$ cat config.mk
export PLATFORM = sky130hd
export DESIGN_NAME = uart_rx_packet_assembler
export DESIGN_NICKNAME = d
export VERILOG_FILES = /design/src/rtl/uart_rx_packet_assembler_pkg.sv /design/src/rtl/uart_rx_packet_assembler_timer.sv /design/src/rtl/uart_rx_packet_assembler.sv
export SDC_FILE = /design/constraint.sdc
export NUM_CORES = 1
export LEC_CHECK = 0
export ABC_CLOCK_PERIOD_IN_PS = 7450
export BUFFER_PORTS_ARGS = -buffer_cell sky130_fd_sc_hd__buf_2
export CAP_MARGIN = 10
export CORE_MARGIN = 4
export CORE_UTILIZATION = 35
export DETAILED_ROUTE_END_ITERATION = 16
export PLACE_DENSITY = 0.46
export SLEW_MARGIN = 10
export SYNTH_ARGS = -nofsm -noshare
export SYNTH_HDL_FRONTEND = slang
export SYNTH_SLANG_ARGS = --single-unit
$ cat constraint.sdc
create_clock -name clk -period 7.45 [get_ports clk]
set_clock_uncertainty 0.2 [all_clocks]
set_input_delay 1.1175 -clock clk [delete_from_list [all_inputs] [get_ports clk]]
set_output_delay 1.1175 -clock clk [all_outputs]
set_load 0.02 [all_outputs]
$ cat src/rtl/uart_rx_packet_assembler_pkg.sv
// Shared definitions for the UART receive packet assembler: FSM states,
// default sizing and the saturating drop counter helper.
package uart_rx_packet_assembler_pkg;

    typedef enum logic [1:0] {
        ST_IDLE    = 2'd0,
        ST_COLLECT = 2'd1,
        ST_DRAIN   = 2'd2
    } state_e;

    localparam int unsigned DEF_MAX_LEN     = 16;
    localparam int unsigned DEF_TIMEOUT_CYC = 100000;
    localparam int unsigned DROP_CNT_W      = 16;

    function automatic logic [DROP_CNT_W-1:0] sat_inc(input logic [DROP_CNT_W-1:0] v);
        return (v == '1) ? v : v + DROP_CNT_W'(1);
    endfunction

endpackage

$ cat src/rtl/uart_rx_packet_assembler_timer.sv
// Inter-byte timeout counter: cleared on each byte, counts idle cycles,
// and holds at the expiry value so it never wraps.
module uart_pkt_timer
    import uart_rx_packet_assembler_pkg::*;
#(
    parameter int unsigned TIMEOUT_CYC = DEF_TIMEOUT_CYC
) (
    input  logic clk,
    input  logic reset,
    input  logic clear,
    input  logic enable,
    output logic expire
);

    localparam int unsigned TW = $clog2(TIMEOUT_CYC);
    localparam logic [TW-1:0] LAST = TW'(TIMEOUT_CYC - 1);

    logic [TW-1:0] count_q, count_d;

    always_comb begin
        count_d = count_q;
        if (clear) begin
            count_d = '0;
        end else if (enable && (count_q != LAST)) begin
            count_d = count_q + TW'(1);
        end
    end

    always_ff @(posedge clk) begin
        if (!reset) begin
            count_q <= '0;
        end else begin
            count_q <= count_d;
        end
    end

    assign expire = (count_q == LAST);

endmodule

$ cat src/rtl/uart_rx_packet_assembler.sv
// Frames the per-byte UART/CRC receive stream into length-prefixed packets,
// buffers one packet and releases it on a valid/ready stream only if CRC-clean.
module uart_rx_packet_assembler
    import uart_rx_packet_assembler_pkg::*;
#(
    parameter int unsigned MAX_LEN     = DEF_MAX_LEN,
    parameter int unsigned TIMEOUT_CYC = DEF_TIMEOUT_CYC
) (
    input  logic                  clk,
    input  logic                  reset,
    input  logic [7:0]            rx_data,
    input  logic                  rx_ready,
    input  logic                  crc_valid,
    output logic [7:0]            m_data,
    output logic                  m_valid,
    output logic                  m_last,
    input  logic                  m_ready,
    output logic                  pkt_good,
    output logic                  pkt_drop,
    output logic                  overrun,
    output logic [DROP_CNT_W-1:0] drop_count
);

    localparam int unsigned PW        = $clog2(MAX_LEN + 1);
    localparam logic [7:0]  MAX_LEN_B = 8'(MAX_LEN);

    state_e                  state_q, state_d;
    logic [7:0]              len_q, len_d;
    logic [PW-1:0]           wr_ptr_q, wr_ptr_d;
    logic [PW-1:0]           rd_ptr_q, rd_ptr_d;
    logic                    bad_q, bad_d;
    logic                    pkt_good_q, pkt_good_d;
    logic                    pkt_drop_q, pkt_drop_d;
    logic                    overrun_q, overrun_d;
    logic [DROP_CNT_W-1:0]   drop_count_q, drop_count_d;
    logic [7:0]              buf_q [MAX_LEN];
    logic [7:0]              buf_d [MAX_LEN];
    logic                    buf_we;
    logic [7:0]              rd_byte;
    logic                    wr_last;
    logic                    rd_last;
    logic                    timer_clear;
    logic                    timer_en;
    logic                    timer_expire;

    uart_pkt_timer #(
        .TIMEOUT_CYC(TIMEOUT_CYC)
    ) u_timer (
        .clk    (clk),
        .reset  (reset),
        .clear  (timer_clear),
        .enable (timer_en),
        .expire (timer_expire)
    );

    assign wr_last = (8'(wr_ptr_q) == (len_q - 8'd1));
    assign rd_last = (8'(rd_ptr_q) == (len_q - 8'd1));

    always_comb begin
        state_d     = state_q;
        len_d       = len_q;
        wr_ptr_d    = wr_ptr_q;
        rd_ptr_d    = rd_ptr_q;
        bad_d       = bad_q;
        pkt_good_d  = 1'b0;
        pkt_drop_d  = 1'b0;
        overrun_d   = 1'b0;
        buf_we      = 1'b0;
        timer_clear = 1'b1;
        timer_en    = 1'b0;

        case (state_q)
            ST_IDLE: begin
                if (rx_ready) begin
                    if ((rx_data == 8'd0) || (rx_data > MAX_LEN_B) || !crc_valid) begin
                        pkt_drop_d = 1'b1;
                    end else begin
                        len_d    = rx_data;
                        wr_ptr_d = '0;
                        bad_d    = 1'b0;
                        state_d  = ST_COLLECT;
                    end
                end
            end
            ST_COLLECT: begin
                timer_clear = rx_ready;
                timer_en    = !rx_ready;
                // Expiry takes priority over a coincident byte, which is then ignored.
                if (timer_expire) begin
                    pkt_drop_d = 1'b1;
                    state_d    = ST_IDLE;
                end else if (rx_ready) begin
                    buf_we   = 1'b1;
                    wr_ptr_d = wr_ptr_q + PW'(1);
                    bad_d    = bad_q | ~crc_valid;
                    if (wr_last) begin
                        if (bad_q || !crc_valid) begin
                            pkt_drop_d = 1'b1;
                            state_d    = ST_IDLE;
                        end else begin
                            pkt_good_d = 1'b1;
                            rd_ptr_d   = '0;
                            state_d    = ST_DRAIN;
                        end
                    end
                end
            end
            ST_DRAIN: begin
                overrun_d = rx_ready;
                if (m_ready) begin
                    rd_ptr_d = rd_ptr_q + PW'(1);
                    if (rd_last) begin
                        state_d = ST_IDLE;
                    end
                end
            end
            default: begin
                state_d = ST_IDLE;
            end
        endcase

        drop_count_d = pkt_drop_d ? sat_inc(drop_count_q) : drop_count_q;
    end

    always_comb begin
        buf_d = buf_q;
        for (int unsigned i = 0; i < MAX_LEN; i++) begin
            if (buf_we && (wr_ptr_q == PW'(i))) begin
                buf_d[i] = rx_data;
            end
        end
    end

    always_comb begin
        rd_byte = '0;
        for (int unsigned i = 0; i < MAX_LEN; i++) begin
            if (rd_ptr_q == PW'(i)) begin
                rd_byte = buf_q[i];
            end
        end
    end

    always_ff @(posedge clk) begin
        if (!reset) begin
            state_q      <= ST_IDLE;
            len_q        <= '0;
            wr_ptr_q     <= '0;
            rd_ptr_q     <= '0;
            bad_q        <= 1'b0;
            pkt_good_q   <= 1'b0;
            pkt_drop_q   <= 1'b0;
            overrun_q    <= 1'b0;
            drop_count_q <= '0;
        end else begin
            state_q      <= state_d;
            len_q        <= len_d;
            wr_ptr_q     <= wr_ptr_d;
            rd_ptr_q     <= rd_ptr_d;
            bad_q        <= bad_d;
            pkt_good_q   <= pkt_good_d;
            pkt_drop_q   <= pkt_drop_d;
            overrun_q    <= overrun_d;
            drop_count_q <= drop_count_d;
        end
    end

    // Payload storage needs no reset; it is only read after being written.
    always_ff @(posedge clk) begin
        buf_q <= buf_d;
    end

    assign m_valid    = (state_q == ST_DRAIN);
    assign m_data     = m_valid ? rd_byte : '0;
    assign m_last     = m_valid && rd_last;
    assign pkt_good   = pkt_good_q;
    assign pkt_drop   = pkt_drop_q;
    assign overrun    = overrun_q;
    assign drop_count = drop_count_q;

endmodule

# After elaboration in Yosys (flattened, before gate mapping)
# Index checks and enable logic that the tools add are counted.
# W data, S select, Z words.
# word_totals
wordCells,179
regBits,185
# classes
n_eq_ne,47
n_bitwise,8
addsub,5
n_reduce_logical,37
mux,55
order_cmp,1
# op_table
cell,n
$mux W8,17
$eq A5 B4 Y1 const B,16
$mux W5,9
$eq A5 B3 Y1 const B,8
$eq A5 B2 Y1 const B,4
$pmux W5 S2,2
$logic_and A1 B1 Y1,18
$add A17 B1 Y17 const B,1
$eq A17 B17 Y1 const B,1
$ne A17 B17 Y1 const B,1
$add A16 B1 Y16 const B,1
$eq A16 B16 Y1 const B,1
$eq A5 B8 Y1,2
$mux W1,16
$mux W2,8
$ne A2 B2 Y1 const B,6
$reduce_and A6 Y1,2
$add A5 B1 Y5 const B,2
$eq A5 B1 Y1 const B,2
$logic_not A5 Y1,2
$gt A8 B5 Y1 const B,1
$logic_not A8 Y1,1
$sub A8 B1 Y8 const B,1
$not A1 Y1,7
16 further kinds,24

# Longest topological paths before layout
# Gate-level depths: netlist of the first run.
# logic_depth
word_depth,18
ltp_mapped,11
ltp_nobuf,9

# Modules after synthesis
# A second synthesis of the first run with hierarchy kept.
# unflattened
hier_cells,758
hier_area_um2,8654.6
# by_module_without_submodules
module,n_inst,cells_per_inst,area_per_inst_um2
uart_rx_packet_assembler,1,652,7704.9
uart_pkt_timer,1,106,949.7

# Worst setup path after synthesis of the first run
# Ideal clock, no wire load.
# synth_timing
kind,register to output
start,reg rd_ptr_q[0]
end,out m_data[0]
arrival_ns,2.494
path_stages_with_launch,11
required_time_ns,6.133
path_buffers,3
setup_slack_ns,3.638
path_cell_list,dfxtp_1 ha_1 clkbuf_1 clkbuf_1 and3_1 ha_1 clkbuf_1 a211oi_1 nand4_1 a21oi_1 nor3_1
# synth_between
elab_chain_len,18
# synth_rtl
item,line,source
from (decl),uart_rx_packet_assembler.sv:30,"logic [PW-1:0] rd_ptr_q, rd_ptr_d;"
from (signal assigned),uart_rx_packet_assembler.sv:158,rd_ptr_q <= rd_ptr_d;
$logic_not A5 Y1,uart_rx_packet_assembler.sv:137,if (rd_ptr_q == PW'(i)) begin
$mux W8 (15 in a row),uart_rx_packet_assembler.sv:137,
$mux W8 (*),uart_rx_packet_assembler.sv:137,
$mux W8 (*),uart_rx_packet_assembler.sv:173,assign m_data = m_valid ? rd_byte : '0;
to (decl),uart_rx_packet_assembler.sv:14,"output logic [7:0] m_data,"
# Every way passes the cells marked *; elsewhere a longest branch is shown, timed or not.

# Worst setup path in the final report of the first run
# layout_timing
start,reg rd_ptr_q[0]
end,out m_data[4]
# The elaborated chain is that of the path after synthesis.

==> results of run 1 <==
[flip-flops by register name, indices dropped and copies added (netlist names)]
| name | cells |
|---|---|
| u_timer.count_q | 17 |
| drop_count | 16 |
| pkt_good | 1 |
| state_q | 2 |
| overrun | 1 |
| bad_q | 1 |
| rd_ptr_q | 5 |
| len_q | 8 |
| wr_ptr_q | 5 |
| buf_q | 128 |
| pkt_drop | 1 |
[path summary, 6_finish.rpt]
kind                             from                          to  slack [ns]  cells after the start
min reg2reg        bad_q$_SDFFE_PN0P_          bad_q$_SDFFE_PN0P_        0.29                      2
min                bad_q$_SDFFE_PN0P_          bad_q$_SDFFE_PN0P_        0.29                      2
max reg2reg     len_q[0]$_SDFFE_PN0P_  drop_count[5]$_SDFFE_PN0P_        3.90                      9
max          rd_ptr_q[0]$_SDFFE_PN0P_                   m_data[4]        2.50                      9
[report_power, final]
| part | switching (mW) | internal, mW |
|---|---|---|
| registers | 0.00199 | 1.10 |
| logic | 0.0335 | 0.00914 |
| clock network | 0.417 | 0.437 |
| total | 0.452 | 1.54 |
[cell usage in the layout (no fill, tap or decap), types with 3 or more instances in the layout]
master / count
and2_1: 8
buf_2: 41
nand2b_1: 15
nand3_1: 36
dfxtp_1: 57
nor4b_1: 3
a22oi_1: 3
a31oi_1: 6
nand4_1: 15
nand2_1: 83
and4_1: 3
mux2i_1: 15
or4_1: 7
nand3b_1: 4
clkbuf_16: 17
ha_1: 13
nor3_1: 19
inv_1: 24
and3_1: 19
nor4_1: 7
a21oi_1: 61
a211oi_1: 4
or3_1: 6
inv_6: 4
nor2b_1: 11
o211ai_1: 4
nor2_1: 75
buf_4: 4
edfxtp_1: 128
o21ai_0: 30
xnor2_1: 18
o22ai_1: 8
o31ai_1: 10
a221oi_1: 5
xor2_1: 12
o21bai_1: 5
inv_8: 3
o221ai_1: 6
[cell type report]
type / instances / area (um^2)
flip-flops and latches: 185 / 4980
well taps: 319 / 399
clock inverters: 14 / 115
inverters: 25 / 93.8
fillers: 2307 / 14100
repair buffers: 45 / 235
clock buffers: 18 / 429
multi-input cells: 544 / 3250
[critical path, cell delays in order, from the launching register on]
cell	delay (ns)
dfxtp_1	0.48
ha_1	0.80
inv_1	0.27
nor3_1	0.65
nand2_1	0.21
o22ai_1	0.16
a21oi_1	0.09
a21o_1	0.17
a41o_1	0.20
buf_2	0.16
[logic make-up (layout without fill, tap and decap cells)]
kind of cell	count (synthesis)	count (layout)	share of synthesized area, %
adder cells (fa/ha/maj)	13	13	1.93
multiplexers	15	15	1.78
XOR/XNOR	30	30	3.11
AND/OR/NAND/NOR	321	321	18.9
AO/OA/AOI/OAI	165	165	12.5
flip-flops	185	185	59.0
buffers and inverters	60	102	2.71
[cells in the mapped netlist (all sizes together), types with 8 or more instances]
| cell type | instances |
|---|---|
| edfxtp | 128 |
| nand2 | 83 |
| nor2 | 75 |
| a21oi | 62 |
| dfxtp | 57 |
| nand3 | 36 |
| o21ai | 30 |
| clkbuf | 29 |
| inv | 24 |
| nor3 | 21 |
| and3 | 19 |
| xnor2 | 18 |
| mux2i | 15 |
| nand2b | 15 |
| nand4 | 15 |
| ha | 13 |
| xor2 | 12 |
| nor2b | 11 |
| o31ai | 10 |
| and2 | 8 |
| o22ai | 8 |
| or4 | 8 |
[per-stage QoR]
stage	instances	hold WS [ns]
finish	1150	0.288
global route	1150	0.327
CTS	1150	0.288
detailed placement	1118	0.270
global placement	1118	0.260
floorplan	789	0.237
[routing by layer]
layer | vias to the layer above | share of wire [%] | routed length [um]
li1 | 2981 | - | -
met1 | 3092 | 46 | 10600
met2 | 157 | 49 | 11400
met3 | 14 | 4.2 | 981
met4 | 0 | 0.99 | 231
met5 | - | 0 | 0
==> impl_metrics.tcl, run 1 <==
set metrics [dict create \
    status "completed" \
    clock_sinks 185 \
    antenna_found_initial 0 \
    cts_resized 0 \
    stdcell_area_um2 9510 \
    placed_area_um2 8960 \
    port_buffers 41 \
    cp.arrival_ns 3.63 \
    setup_viol 0 \
    finalCoreUtilization_pct 40.3 \
    post_cts_buffers 0 \
    drc 0 \
    grt_use_total_pct 17.7 \
    grt_util_met3_pct 3.15 \
    p_per_area_nw_per_um2 210 \
    endpoint_kind "output pin" \
    min_period_ns 4.95 \
    netlist_area_um2 8450 \
    gp_congestion 0.911 \
    hp-class "reg -> reg" \
    via_per_inst 5.43 \
    critical_path.max_fanout 26 \
    cts_hold_buf 0 \
    gr-max-usage-layer "met2" \
    clockBufferDepth 2 \
    die_y_um 163 \
    syn_nets 815 \
    synth.top_cell.area_share_pct 45.5 \
    fmax_ghz 0.202 \
    core_area_um2 23600 \
    start_kind "flip-flop" \
    die_w_um 163 \
    drv_slew 0 \
    ys_seq_area_share_pct 59.0 \
    h-tree-depth 4 \
    yosysWarnings 0 \
    core.rowCount 56 \
    fin_ws_ns 2.50 \
    wire_per_inst_um 20.2 \
    path_clk_slew_ns 0.07 \
    root_buffer "clkbuf_16" \
    initial_core_util_pct 35.8 \
    yosysTopAreaCell "edfxtp_1" \
    grt-ovfl-total 0 \
    clock_latency_ns 0.43 \
    io_pins 42 \
    grt_use_met1_pct 23.7 \
    drt-initial-drc-count 409 \
    finalHoldViolations 0 \
    routed_wl_um 23300 \
    path_class "reg -> out" \
    tns_ns 0 \
    area_growth_pct 12.5 \
    ys.flop_type "edfxtp_1" \
    fin_nets 844 \
    rsz0062_at_grt "false" \
    required_ns 6.13 \
    synth-edff-count 128 \
    num_vias 6244 \
    maxSlewHeadroom_pct 27.5 \
    cts_tree "built" \
    met2_usage_pct 30.1 \
    p_leak_nw 3.23 \
    grt_pass1_vias 6198 \
    die_area_um2 26700 \
    post-dp-hpwl_um 15900 \
    layout-drive-gt1-share_pct 9.87 \
    synth_cell_types 62 \
    grt_pass1_wl_um 35900 \
    ir_worst_vdd_mv 0.158 \
    numCtsBuffers 17 \
    async_reset_ff_share_pct 0 \
    drv_cap 0 \
    grt_max_degree 33 \
    syn_inst 789 \
    syn_area_per_cell_um2 10.7 \
    finalCritPeriodShare_pct 66.4 \
    ant_nets 0 \
    dp_slack_ns 2.93 \
    synth.area.top_cells "edfxtp_1 46%, dfxtp_1 14%, nand2_1 3.7%, a21oi_1 3.6%, nor2_1 3.3%" \
    worstMarginPinSlew_ns 1.08 \
    synth_seq_cells 185 \
    power_mw 2.00 \
    drt-pass1-iter-count 5 \
    antenna_cells 0 \
]
No activity file was read; power rests on OpenSTA's default activity.
==> run 2: changes to the inputs <==
ABC_AREA = 1   (was not set)
ABC_CLOCK_PERIOD_IN_PS = 5000   (was 7450)
clock period = 5 ns   (was 7.45 ns; I/O delays follow)
==> run 2 against run 1 <==
Synthesized cell count up 22%. Worst hold slack got worse by 0.027 ns. Die area grew 2.2%. Count of clock-buffer cells in the layout shrank 1. Combinational power rose to 25 times the previous value. Clock power rose by 62%. Sequential cell count stayed put. Register-to-register slack lost 1.8 ns. Largest cell class unchanged.
==> impl_metrics.tcl, run 2 <==
set metrics [dict create \
    max_stage_delay_ns 0.40 \
    rrSetupSlack_ns 2.07 \
    antenna_found_initial 0 \
    die_y_um 165 \
    antenna_cells 0 \
    ys_seq_area_share_pct 57.7 \
    hp-class "reg -> reg" \
    fmax_ghz 0.242 \
    layout-drive-gt1-share_pct 10.7 \
    p_per_area_nw_per_um2 426 \
    cts_tree "built" \
    rsz0062_at_grt "false" \
    grt_use_total_pct 16.5 \
    required_ns 4.05 \
    synth_seq_cells 185 \
    clock_latency_ns 0.42 \
    post_cts_buffers 0 \
    maxSlewHeadroom_pct 44.7 \
    yosysTopAreaCell "edfxtp_1" \
    synth_most_common_cell "nand2_1" \
    numCtsBuffers 17 \
    clock_sinks 185 \
    critical_path.max_fanout 11 \
    worstMarginPinSlew_ns 0.827 \
    drt-pass1-iter-count 5 \
    ant_nets 0 \
    async_reset_ff_share_pct 0 \
    port_buffers 41 \
    synth-edff-count 128 \
    ys.flop_type "edfxtp_1" \
    grt_pass1_vias 6229 \
    grt_pass1_wl_um 34400 \
    path_class "reg -> out" \
    cp_cell_sequence "inv_1 > ha_1 > nand2_1 > nor2_1 > nand2_1 > nand3_1 > nand3_1 > nand3_1 > nand2_1 > nand2_1 > nand2_1 > nand3_1 > nand2_1 > nand3_1 > nand3_1 > nand3_1 > nand2_1 > a21oi_1 > buf_2" \
    largest_register_ffs 128 \
    yosysWarnings 0 \
    holdPathStages 2 \
    layout_commonest_cell "nand2_1" \
    drc 0 \
    synth.top_cell.area_share_pct 44.5 \
    core_area_um2 24300 \
    finalCoreUtilization_pct 40.4 \
    drt-initial-drc-count 445 \
    grt-ovfl-total 0 \
    grt_max_degree 21 \
    die_area_um2 27300 \
    p_leak_nw 3.64 \
    min_to "len_q[5]$_SDFFE_PN0P_" \
    io_pins 42 \
    via_per_inst 4.74 \
    status "completed" \
    min_period_ns 4.13 \
    ir_worst_vdd_mv 0.193 \
    root_buffer "clkbuf_16" \
    syn_area_per_cell_um2 8.95 \
    post-dp-hpwl_um 15200 \
    wire_per_inst_um 15.9 \
    slowest_stage "nor2_1" \
    cp.arrival_ns 3.18 \
    synthTopCellsByCount "229 x nand2_1, 137 x inv_1, 128 x edfxtp_1, 79 x nor2_1, 76 x nand3_1" \
    area_growth_pct 13.6 \
    most-common-layout-cells "229 x nand2_1, 137 x inv_1, 128 x edfxtp_1" \
    core.rowCount 57 \
    worst_hold_startpoint "len_q[5]$_SDFFE_PN0P_" \
    gp_congestion 0.804 \
    endpoint_kind "output pin" \
    synth_cell_types 45 \
    reg2reg_from "u_timer.count_q[0]$_SDFFE_PP0P_" \
    drv_slew 0 \
    drv_cap 0 \
    cts_hold_buf 0 \
    cp_top_family "simple AND/OR/NAND/NOR gates" \
    top_register "buf_q" \
    r2r_cells 10 \
    syn_nets 992 \
    initial_core_util_pct 35.5 \
    die_w_um 165 \
    routed_wl_um 21500 \
    num_vias 6406 \
    netlist_area_um2 8640 \
    clockBufferDepth 2 \
    tns_ns 0 \
    power_mw 4.18 \
    synth.area.top_cells "edfxtp_1 44%, dfxtp_1 13%, nand2_1 9.9%, inv_1 6.0%, nand3_1 4.4%" \
    setup_viol 0 \
    fin_nets 1042 \
    path_clk_slew_ns 0.06 \
    h-tree-depth 4 \
    rr_endpoint "buf_q[46]$_DFFE_PP_" \
    critPathBufInv 2 \
    cts_resized 0 \
    start_kind "flip-flop" \
    finalHoldViolations 0 \
    finalCritPeriodShare_pct 82.6 \
    syn_inst 966 \
]
-- run 2: worst max path at each step --
stage                                   startpoint         to  slack [ns]  cells after the start
final                     rd_ptr_q[1]$_SDFFE_PN0P_  m_data[1]        0.87                     19
after floorplan           rd_ptr_q[0]$_SDFFE_PN0P_  m_data[5]        1.93                     21
after global placement    rd_ptr_q[1]$_SDFFE_PN0P_  m_data[0]        1.34                     19
after global routing      rd_ptr_q[1]$_SDFFE_PN0P_  m_data[1]        0.43                     19
after detailed placement  rd_ptr_q[1]$_SDFFE_PN0P_  m_data[1]        1.30                     19
after CTS                 rd_ptr_q[1]$_SDFFE_PN0P_  m_data[1]        0.83                     19
-- run 2: final cells by class --
type / count / area [um^2]
clock buffers: 17 / 425
inverters: 146 / 549
well taps: 324 / 405
flip-flops and latches: 185 / 4980
fillers: 2481 / 14500
repair buffers: 45 / 235
clock inverters: 14 / 171
multi-input cells: 621 / 3040
-- run 2: stage by stage --
| stage | cell area, um^2 | worst slack [ns] | cells | hold WS, ns |
|---|---|---|---|---|
| finish | 9820 | 0.872 | 1352 | 0.261 |
| detailed placement | 9220 | 1.30 | 1321 | 0.249 |
| floorplan | 8640 | 1.93 | 966 | 0.236 |
| global route | 9820 | 0.429 | 1352 | 0.279 |
| CTS | 9820 | 0.833 | 1352 | 0.260 |
| global placement | 9220 | 1.34 | 1321 | 0.246 |
-- run 2: kinds of logic after synthesis --
kind of cell | Yosys count | share of synthesized area (%)
AND/OR/NAND/NOR | 464 | 23.8
flip-flops | 185 | 57.7
buffers and inverters | 160 | 7.09
AO/OA/AOI/OAI | 132 | 8.27
adder cells (fa/ha/maj) | 13 | 1.88
XOR/XNOR | 12 | 1.30
-- run 2: worst reg2reg max path, cell delays in order, from the launching register on --
cell	delay, ns
dfxtp_1	0.33
ha_1	0.23
nand4_1	0.09
nor2_1	0.05
nand2_1	0.12
inv_1	0.11
nor2_1	0.15
nand2_1	0.09
nor2_1	0.25
nand2_1	0.25
nor2_1	0.69
-- run 2: power breakdown --
group	total, mW	internal (mW)	switching, mW
Sequential	1.72	1.68	0.0422
Clock	1.38	0.789	0.593
Combinational	1.08	0.327	0.748
-- run 2: metal layers --
metal | share of wire (%) | vias up | global-route usage (%)
li1 | - | 3303 | -
met1 | 50 | 2982 | 23.6
met2 | 46 | 106 | 26.3
met3 | 2.9 | 15 | 2.66
met4 | 1.1 | 0 | 3.82
met5 | 0 | - | 0
==> run 3: changes to the inputs <==
ABC_CLOCK_PERIOD_IN_PS = 3580   (was 5000)
PLACE_DENSITY = 0.48   (was 0.46)
clock period = 3.58 ns   (was 5 ns; I/O delays follow)
==> run 3 against run 2 <==
Sequential share of layout area decreased by 2.4 points. Critical endpoint is now m_data[7]. Largest cell class unchanged. Power rose by 47%. Die area is the same. Register-to-register slack lost 1.4 ns.
==> impl_metrics.tcl, run 3 (synthesized netlist as in run 2, its figures left out) <==
set metrics [dict create \
    status "completed" \
    placed_area_um2 9440 \
    p_per_area_nw_per_um2 597 \
    antenna_cells 0 \
    holdWs_ns 0.258 \
    dp_cells 1350 \
    die_w_um 165 \
    num_vias 6484 \
    sequentialPowerShare_pct 39.4 \
    io_pins 42 \
    ir_worst_vdd_mv 0.323 \
    max_stage_delay_ns 0.37 \
    start_kind "flip-flop" \
    setup_viol 0 \
    drc 0 \
    area_growth_pct 19.4 \
    path_class "reg -> out" \
    maxSlewHeadroom_pct 48.7 \
    swShare_pct 35.7 \
    p_int_mw 3.96 \
    grt_pass1_wl_um 34700 \
    path_clk_slew_ns 0.08 \
    slowest_stage "dfxtp_4" \
    cts_tree "built" \
    core_area_um2 24300 \
    gp_congestion 0.798 \
    finalCoreUtilization_pct 42.4 \
    hp-class "in -> reg" \
    clockBufferDepth 2 \
    ant_nets 0 \
    finalCritPeriodShare_pct 96.9 \
    power_frac_clock_pct 29.4 \
    r2r_cells 10 \
    port_buffers 41 \
    critPathBufInv 3 \
    rrSetupSlack_ns 0.67 \
    die_y_um 165 \
    routed_wl_um 22000 \
    crit_path_end "m_data[7]" \
    critical_path.max_fanout 7 \
    clock_sinks 185 \
    drv_slew 0 \
    cpMostUsedCell "nand2_2" \
    finalHoldViolations 0 \
    p_leak_nw 3.89 \
    clock_latency_ns 0.43 \
    drt-initial-drc-count 371 \
    endpoint_kind "output pin" \
    tns_ns 0 \
    required_ns 2.84 \
    combPwrFrac_pct 31.2 \
    worstMarginPinSlew_ns 0.766 \
    instances_no_fill 1385 \
    via_per_inst 4.68 \
    drt-pass1-iter-count 6 \
    top_register "buf_q" \
    reg2reg_from "u_timer.count_q[0]$_SDFFE_PP0P_" \
    cts_hold_buf 0 \
    grt_pass1_vias 6335 \
    fmax_ghz 0.288 \
    stdcell_area_um2 10300 \
    core.rowCount 57 \
    path_depth 19 \
    rsz0062_at_grt "true" \
    layout-drive-gt1-share_pct 20.0 \
    grt_use_total_pct 16.6 \
    drv_cap 0 \
    largest_register_ffs 128 \
    power.switching_mw 2.20 \
    h-tree-depth 4 \
    post-dp-hpwl_um 15400 \
    cp.arrival_ns 2.73 \
    die_area_um2 27300 \
    wire_per_inst_um 15.9 \
    crit_start "rd_ptr_q[1]$_SDFFE_PN0P_" \
    numCtsBuffers 17 \
    fin_nets 1074 \
    rr_endpoint "buf_q[72]$_DFFE_PP_" \
    cp_top_family "simple AND/OR/NAND/NOR gates" \
    root_buffer "clkbuf_16" \
    grt-ovfl-total 0 \
    min_period_ns 3.47 \
    grt_max_degree 20 \
    layout_commonest_cell "nand2_1" \
    initial_core_util_pct 35.5 \
    cp_cell_sequence "inv_2 > ha_2 > nand2_4 > buf_4 > nand3_2 > nand3_2 > o211ai_1 > nand3_1 > nand2_1 > nand2_2 > nand2_2 > nand3_2 > nand2_2 > nand2_1 > nand2_2 > nand3b_1 > a21oi_2 > nor2_1 > buf_4" \
    most-common-layout-cells "209 x nand2_1, 130 x inv_1, 128 x edfxtp_1" \
    antenna_found_initial 0 \
]
==> run 3: cell types whose count changed in the layout (fill, tap and decap cells not counted), moves of 7 or more <==
cell     before  now
buf_2        41   33
inv_4         0    7
nand3_2       2   22
inv_1       137  130
nand3_1      76   56
a21oi_1      50   43
nand2_2       3   20
buf_4         4   40
a21oi_2       1    8
nand2_1     229  209
==> run 3: layout make-up <==
class / count / area, um^2
Fill cell: 2400 / 14000
Clock buffer: 17 / 425
Multi-Input combinational cell: 621 / 3290
Inverter: 146 / 561
Timing Repair Buffer: 76 / 499
Sequential cell: 185 / 4990
Clock inverter: 15 / 136
Timing Repair inverter: 1 / 7.51
Tap cell: 324 / 405
==> run 3: how the worst min path moves through the flow <==
stage | from | endpoint | slack, ns | cells past startpoint
after floorplan | len_q[5]$_SDFFE_PN0P_ | len_q[5]$_SDFFE_PN0P_ | 0.24 | 2
after global placement | len_q[6]$_SDFFE_PN0P_ | len_q[6]$_SDFFE_PN0P_ | 0.25 | 2
after detailed placement | len_q[6]$_SDFFE_PN0P_ | len_q[6]$_SDFFE_PN0P_ | 0.25 | 2
after CTS | rx_ready | u_timer.count_q[1]$_SDFFE_PP0P_ | 0.25 | 4
after global routing | rx_ready | u_timer.count_q[1]$_SDFFE_PP0P_ | 0.27 | 4
final | rx_ready | u_timer.count_q[1]$_SDFFE_PP0P_ | 0.26 | 4
==> run 3: power groups by stage <==
stage                     Clock [mW]  Combinational [mW]  Sequential [mW]
after floorplan                    0                1.04             2.46
after global placement             0                1.60             2.46
after detailed placement           0                1.61             2.46
after CTS                       1.85                1.65             2.41
after global routing            1.94                2.15             2.44
final                           1.81                1.92             2.43
==> run 3: worst register-to-register path: stages (launching register included) <==
cell and delay [ns]:
dfxtp_1 0.33, ha_1 0.23, nand4_1 0.10, nor2_1 0.05
nand2_1 0.13, inv_1 0.12, nor2_1 0.17, nand2_1 0.10
nor2_1 0.23, nand2_1 0.24, nor2_1 0.64
==> run 3: metrics by stage <==
stage / power (mW) / setup WS (ns)
6_report: 6.16 / 0.111
2_1_floorplan: 3.50 / 0.724
4_1_cts: 5.92 / 0.00735
5_1_grt: 6.53 / -0.0801
3_3_place_gp: 4.06 / 0.222
3_5_place_dp: 4.07 / 0.164
==> run 3: what timing repair did <==
| item | CTS | global route |
|---|---|---|
| gates resized for setup | 18 | 75 |
| pin swaps | 2 | 32 |
| gates cloned | 0 | 1 |
| setup endpoints to repair | 8 | 8 |
| buffers inserted | 0 | 3 |
| endpoints found under the hold margin | 0 | 0 |
==> run 3: per-layer routing <==
metal  GRT usage [%]  share of wire [%]
met1            23.8                 50
met2            26.5                 46
met3            2.71                3.4
met4            3.44                1.1
met5               0                  0
